### config.mk
export PLATFORM = sky130hd
export DESIGN_NAME = ntsc_timing_generator
export DESIGN_NICKNAME = d
export VERILOG_FILES = /design/src/rtl/ntsc_timing_generator.sv
export SDC_FILE = /design/constraint.sdc
export NUM_CORES = 1
export LEC_CHECK = 0
export ABC_AREA = 1
export CORE_ASPECT_RATIO = 2
export CORE_MARGIN = 5
export CORE_UTILIZATION = 31
export CTS_BUF_LIST = sky130_fd_sc_hd__clkbuf_4
export DETAILED_ROUTE_END_ITERATION = 12
export MAX_ROUTING_LAYER = met4
export PLACE_DENSITY = 0.53
export SLEW_MARGIN = 10
export SYNTH_ARGS = -nofsm -noshare
export SYNTH_HDL_FRONTEND = slang
export SYNTH_SLANG_ARGS = --single-unit
export TNS_END_PERCENT = 10
### constraint.sdc
create_clock -name phaseClock -period 2 [get_ports phaseClock]
set_clock_uncertainty 0.2 [all_clocks]
set_input_delay 0.4 -clock phaseClock [delete_from_list [all_inputs] [get_ports phaseClock]]
set_output_delay 0.4 -clock phaseClock [all_outputs]
set_load 0.02 [all_outputs]
### src/rtl/ntsc_timing_generator.sv
// ntsc_timing_generator: NTSC line/frame counters with registered sync, burst, blank and active decodes.
module ntsc_timing_generator #(
  parameter int LINE_CLOCKS       = 3640,
  parameter int FRAME_LINES       = 262,
  parameter int HSYNC_CLOCKS      = 269,
  parameter int EQ_CLOCKS         = 134,
  parameter int BURST_START       = 304,
  parameter int BURST_CLOCKS      = 144,
  parameter int ACTIVE_START      = 624,
  parameter int ACTIVE_END        = 3554,
  parameter int FIRST_ACTIVE_LINE = 20
) (
  input  logic        phaseClock,
  input  logic        reset,
  output logic [3:0]  subcarrierPhase,
  output logic        sync,
  output logic        burst,
  output logic        blank,
  output logic        active,
  output logic [11:0] hPos,
  output logic [8:0]  vPos,
  output logic        frameStart
);
  localparam logic [11:0] H_LAST = 12'(LINE_CLOCKS - 1);
  localparam logic [11:0] H_HALF = 12'(LINE_CLOCKS / 2);
  localparam logic [11:0] H_EQ   = 12'(EQ_CLOCKS);
  localparam logic [11:0] H_EQ2  = 12'(LINE_CLOCKS / 2 + EQ_CLOCKS);
  localparam logic [11:0] H_SER1 = 12'(LINE_CLOCKS / 2 - HSYNC_CLOCKS);
  localparam logic [11:0] H_SER2 = 12'(LINE_CLOCKS - HSYNC_CLOCKS);
  localparam logic [11:0] H_HS   = 12'(HSYNC_CLOCKS);
  localparam logic [11:0] H_BS   = 12'(BURST_START);
  localparam logic [11:0] H_BE   = 12'(BURST_START + BURST_CLOCKS);
  localparam logic [11:0] H_AS   = 12'(ACTIVE_START);
  localparam logic [11:0] H_AE   = 12'(ACTIVE_END);
  localparam logic [8:0]  V_LAST = 9'(FRAME_LINES - 1);
  localparam logic [8:0]  V_FAL  = 9'(FIRST_ACTIVE_LINE);
  typedef enum logic [2:0] {PRE_EQ, VSYNC, POST_EQ, VBLANK, PICTURE} line_t;
  line_t       state, state_n;
  logic [11:0] h_cnt;
  logic [8:0]  v_cnt, v_next;
  logic [3:0]  ph_cnt;
  logic        h_wrap, eq_line, ser_line, sync_d, burst_d, active_d;
  always_ff @(posedge phaseClock or posedge reset)
    if (reset) state <= PRE_EQ;
    else state <= state_n;
  // Line type follows the line about to start, so it only changes on the line wrap.
  always_comb begin
    h_wrap   = h_cnt == H_LAST;
    v_next   = v_cnt == V_LAST ? 9'd0 : v_cnt + 9'd1;
    state_n  = !h_wrap ? state :
               v_next < 9'd3 ? PRE_EQ :
               v_next < 9'd6 ? VSYNC :
               v_next < 9'd9 ? POST_EQ :
               v_next < V_FAL ? VBLANK : PICTURE;
    eq_line  = state == PRE_EQ || state == POST_EQ;
    ser_line = state == VSYNC;
    sync_d   = eq_line  ? (h_cnt < H_EQ || (h_cnt >= H_HALF && h_cnt < H_EQ2)) :
               ser_line ? (h_cnt < H_SER1 || (h_cnt >= H_HALF && h_cnt < H_SER2)) :
               h_cnt < H_HS;
    burst_d  = !eq_line && !ser_line && h_cnt >= H_BS && h_cnt < H_BE;
    active_d = state == PICTURE && h_cnt >= H_AS && h_cnt < H_AE;
  end
  always_ff @(posedge phaseClock or posedge reset)
    if (reset) begin
      h_cnt           <= '0;
      v_cnt           <= '0;
      ph_cnt          <= '0;
      subcarrierPhase <= '0;
      sync            <= 1'b0;
      burst           <= 1'b0;
      blank           <= 1'b1;
      active          <= 1'b0;
      hPos            <= '0;
      vPos            <= '0;
      frameStart      <= 1'b0;
    end else begin
      h_cnt           <= h_wrap ? 12'd0 : h_cnt + 12'd1;
      v_cnt           <= h_wrap ? v_next : v_cnt;
      ph_cnt          <= ph_cnt + 4'd1;
      subcarrierPhase <= ph_cnt;
      sync            <= sync_d;
      burst           <= burst_d;
      blank           <= !active_d;
      active          <= active_d;
      hPos            <= h_cnt;
      vPos            <= v_cnt;
      frameStart      <= h_cnt == 12'd0 && v_cnt == 9'd0;
    end
endmodule

# Word level (Yosys, flattened, before mapping)

Index checks and enable logic that the tools add are counted.

Input bits: 2
Register bits: 58
Output and inout port bits: 30
Word-level logic and storage cells: 59

Eq/ne operators: 5
Add/sub/neg operators: 3
Magnitude comparators: 14
Muxes and demuxes: 8
Reduce and logical (&&, ||, !) cells: 17

Operator list:

| operator                                                                              | number |
|---|---|
| 12-bit by 11-bit less-than comparator with 1-bit output, second input constant        | 2 |
| 12-bit less-than comparator, second input constant                                    | 2 |
| 12-bit by 9-bit less-than comparator with 1-bit output, second input constant         | 2 |
| 12-bit by 1-bit adder with 12-bit output, second input constant                       | 1 |
| 12-bit equality test, second input constant                                           | 1 |
| 12-bit by 10-bit greater-or-equal comparator with 1-bit output, second input constant | 1 |
| 12-bit by 11-bit greater-or-equal comparator with 1-bit output, second input constant | 1 |
| 12-bit by 9-bit greater-or-equal comparator with 1-bit output, second input constant  | 1 |
| 12-bit logical NOT                                                                    | 1 |
| 12-bit by 8-bit less-than comparator with 1-bit output, second input constant         | 1 |
| 12-bit two-way mux                                                                    | 1 |
| 3-bit two-way mux                                                                     | 4 |
| 9-bit by 1-bit adder with 9-bit output, second input constant                         | 1 |
| 9-bit equality test, second input constant                                            | 1 |
| 9-bit logical NOT                                                                     | 1 |
| 9-bit by 2-bit less-than comparator with 1-bit output, second input constant          | 1 |
| 9-bit by 3-bit less-than comparator with 1-bit output, second input constant          | 1 |
| 9-bit by 4-bit less-than comparator with 1-bit output, second input constant          | 1 |
| 9-bit by 5-bit less-than comparator with 1-bit output, second input constant          | 1 |
| 9-bit two-way mux                                                                     | 1 |
| 1-bit logical AND                                                                     | 8 |
| 4-bit by 1-bit adder with 4-bit output, second input constant                         | 1 |
| 3-bit by 1-bit equality test with 1-bit output, second input constant                 | 1 |
| 3-bit by 2-bit equality test with 1-bit output, second input constant                 | 1 |
| other kinds (5)                                                                       | 10 |

# Depth between registers and ports, before layout

Gate-level depths: netlist of run 1.

Word-level depth: 7
Gate-level depth with buffers: 13
Depth with buffers taken out: 13

# Least setup slack after synthesis of run 1

No wires, ideal clock.

Path type: register -> register
From: reg v_cnt[1]
To: reg state[1]
Clock period less this slack: 1.676 ns
Setup time: 0.065 ns
Buffers on the path: 0
Setup slack: 0.324 ns
Arrival time: 1.411 ns
Stages on the path, launching flop included: 12
Required time: 1.735 ns
Path through: dfrtp_1 inv_1 ha_1 nand2_1 nor2_1 nand2_1 nand3_1 nand2_1 nor2_4 and2_1 nand3_1 nand2_1

Longest elaborated chain between the ends: 7
Elaborated cells between the ends (all ways): 11
Classes of those cells: 1 x add/sub; 4 x order compare; 1 x eq/ne; 5 x mux

RTL lines:

| element                                                                       | line | source |
|---|---|---|
| start: declaration                                                            | 40   | `logic [8:0] v_cnt, v_next;` |
| start signal: assignment                                                      | 78   | `v_cnt <= h_wrap ? v_next : v_cnt;` |
| 9-bit by 1-bit adder with 9-bit output or 9-bit equality test (tied branches) | 49   | `v_next = v_cnt == V_LAST ? 9'd0 : v_cnt + 9'd1;` |
| 9-bit two-way mux *                                                           | 49   |  |
| 9-bit by 5-bit less-than comparator with 1-bit output                         | 54   | `v_next < V_FAL ? VBLANK : PICTURE;` |
| 3-bit two-way mux                                                             | 54   |  |
| 3-bit two-way mux                                                             | 53   | `v_next < 9'd9 ? POST_EQ :` |
| 3-bit two-way mux                                                             | 52   | `v_next < 9'd6 ? VSYNC :` |
| 3-bit two-way mux *                                                           | 51   | `v_next < 9'd3 ? PRE_EQ :` |
| end signal: assignment                                                        | 45   | `else state <= state_n;` |
| end: declaration                                                              | 38   | `line_t state, state_n;` |

Every way passes the cells marked *; elsewhere a longest branch is shown, timed or not.
A chain may end at the register's enable or synchronous reset.

# Final worst setup path of run 1

From: reg vPos[8]
To: out vPos[8]

RTL lines:

| element                  | line | source |
|---|---|---|
| start: declaration       | 21   | `output logic [8:0] vPos,` |
| start signal: assignment | 86   | `vPos <= v_cnt;` |

No word-level cell between the ends.

==> results of run 1 <==
[cells in the final DEF (no fill, tap or decap), types with 2 or more instances in the layout]
master and count:
a31oi_1 2, ha_1 6, a21oi_1 8, nor3_1 9
clkinvlp_4 3, nor2_1 24, dfrtp_1 57, xor2_1 3
clkinv_2 2, clkdlybuf4s50_1 21, dlygate4sd2_1 3, inv_1 33
o21ai_0 10, nor2_2 3, inv_2 5, nand2_2 3
clkbuf_4 9, buf_4 13, o211ai_1 3, nand3_1 20
dlymetal6s2s_1 7, nand4_1 4, nand2_1 69, bufinv_16 2
buf_12 2, o21ai_1 12, nor4_1 2
[kinds of logic after synthesis]
family | synth area share (%)
XOR/XNOR | 1.37
flip-flops | 56.8
AO/OA/AOI/OAI | 7.64
adder cells (fa/ha/maj) | 2.94
buffers and inverters | 7.34
AND/OR/NAND/NOR | 23.9
[registers in the layout, summed over array words and instances, names as in the netlist]
name             count
ph_cnt               4
frameStart           1
active               1
blank                1
subcarrierPhase      4
vPos                 9
v_cnt                9
sync                 1
state                3
burst                1
h_cnt               12
hPos                12
[power by group]
group | internal [W] | switching (W)
Clock | 0.000504 | 0.000441
Combinational | 0.00000991 | 0.0000246
Sequential | 0.00117 | 0
Total | 0.00169 | 0.000465
[path summary, 6_finish.rpt]
path	start	end	slack (ns)	depth (start not counted)
max	vPos[8]$_DFF_PP0_	vPos[8]	0.06	1
min in group phaseClock	ph_cnt[3]$_DFF_PP0_	subcarrierPhase[3]$_DFF_PP0_	0.21	0
min reg2reg	ph_cnt[3]$_DFF_PP0_	subcarrierPhase[3]$_DFF_PP0_	0.21	0
min	reset	hPos[2]$_DFF_PP0_	0.08	2
max reg2reg	v_cnt[0]$_DFFE_PP0N_	state[0]$_DFFE_PP0N_	0.14	11
max in group asynchronous	reset	blank$_DFF_PP1_	1.05	3
[layer usage]
metal / vias up / GRT usage [%]
li1: 1034 / -
met1: 1005 / 11.6
met2: 41 / 26.0
met3: 19 / 3.05
met4: 0 / 9.01
met5: - / -
[what timing repair did]
| action | CTS | global route |
|---|---|---|
| endpoints found under the hold margin | 0 | 0 |
| hold buffers | 0 | 0 |
| setup buffers | 0 | 0 |
| setup endpoints to repair | 5 | 10 |
| resized for setup | 4 | 11 |
| pin swaps | 0 | 0 |
[per-stage QoR]
step                area (um^2)  total power (W)
floorplan                  2560          0.00121
global placement           3090          0.00123
detailed placement         3090          0.00123
CTS                        3250          0.00219
global route               3280          0.00224
finish                     3280          0.00215
[area by class of cell]
class	instances	area, um^2
antenna	1	2.50
clock buffer	9	67.6
clock inverter	7	93.8
fill	870	4890
inverter	40	159
multi-input combinational	186	921
sequential	58	1450
tap	98	123
timing repair buffer	46	462
==> metrics.yaml, run 1 <==
run_status:
  outcome: "finished clean"
layout:
  fin_nets: 349
  fin_util_pct: 40.1
  drive_gt1_share_pct: 13.6
  area_growth_pct: 28.3
  final_cells: 445
placement:
  place_ws_ns: 0.0194
  dp_hpwl_um: 4990
  portBuffers: 31
  routabilityCongestion: 0.973
  place_inst: 428
global_route:
  grt_pass1_wl_um: 10400
  grt_pass1_vias: 2204
  grt_max_degree: 30
  overflow: 0
  grtUsageTotal_pct: 14.0
  antenna_found_initial: 1
synthesis:
  synth-seq-cells: 58
  yosys_warnings: 0
  synth_top_cell_by_area: "dfrtp_1"
  synth-edff-count: 0
  synth_area_leaders: "dfrtp_1 56%, nand2_1 10%, inv_1 5.1%"
  avgSynthCellArea_um2: 8.84
  syn_nets: 297
  synth_top_cell_area_share_pct: 55.8
  synth-async-reset-ratio_pct: 100
  synth_most_common_cell: "nand2_1"
  netlist_instances: 289
  ys_types: 29
  ys_seq_area_share_pct: 56.8
  synth_flop_cell: "dfrtp_1"
  synthTopCellsByCount: "70 x nand2_1, 57 x dfrtp_1, 35 x inv_1, 25 x nor2_1, 20 x nand3_1"
  synth.cell_area_mm2: 0.00256
clocking:
  cts_made_buffers: 9
  cts.sinks: 58
  cts.path.max_buffers: 2
  cts_root_buf: "clkbuf_4"
  cts_tree: "built"
  worstSkewPairLatency_ns: 0.41
  h-tree-depth: 3
  clk_pin_slew_ns: 0.11
pwr:
  p_leak_nw: 1.76
  peakVddDrop_v: 0.000262
  powerDensity_mw_per_mm2: 656
critical_path:
  path_max_fanout: 1
  arrival_ns: 1.34
  critPathMaxStageDelay_ns: 0.59
  worstSetupPathType: "register to output pin"
  worst-path-buf-inv: 1
  crit_chain: "clkdlybuf4s50_1"
  startpoint_type: "register"
  critPathTopFamily: "buffers and inverters"
  crit_path_top_delay_cell: "clkdlybuf4s50_1"
  critPathRequiredTime_ns: 1.40
  critPathCaptureType: "output pin"
route:
  initialDrtViolationCount: 86
  highest_layer: "met4"
  drtPass1Iterations: 4
  drc: 0
  wl_um: 6340
  num_vias: 2099
  viasPerCell: 4.72
  ant_nets: 0
  met2_length_um: 3760
  dr_wl_met3_um: 219
  wl_per_cell_um: 14.3
  wl_met1_um: 2010
timing:
  worst_slew_margin_rel_pct: 73.4
  fin_hold_ws_ns: 0.0764
  fin_crit_sh_pct: 97.2
  tightest_slew_ns: 0.398
  rsz0062_at_grt: "true"
  hold_viol: 0
  finalSetupTns_ns: 0
  fin_ws_ns: 0.0550
  finalMaxSlewViolations: 0
  setup_viol: 0
  timing.fmax_mhz: 514
  finalCriticalPeriod_ns: 1.94
run:
  max_cap_violations: 0
floorplanning:
  fp.dieH_um: 138
  rows: 47
  fp.dieW_um: 74.2
  ioPinCount: 32
  start_util_pct: 31.3
  coreArea_mm2: 0.00817
  die_area_mm2: 0.0103
hold_path:
  worstHoldPathType: "input port to asynchronous set/reset pin"
(Power assumes the default switching activity.)
==> run 2: changes to the inputs <==
ABC_CLOCK_PERIOD_IN_PS = 2000   (was default)
==> results of run 2 <==
No change in the layout: final DEF, timing and power equal those of run 1.
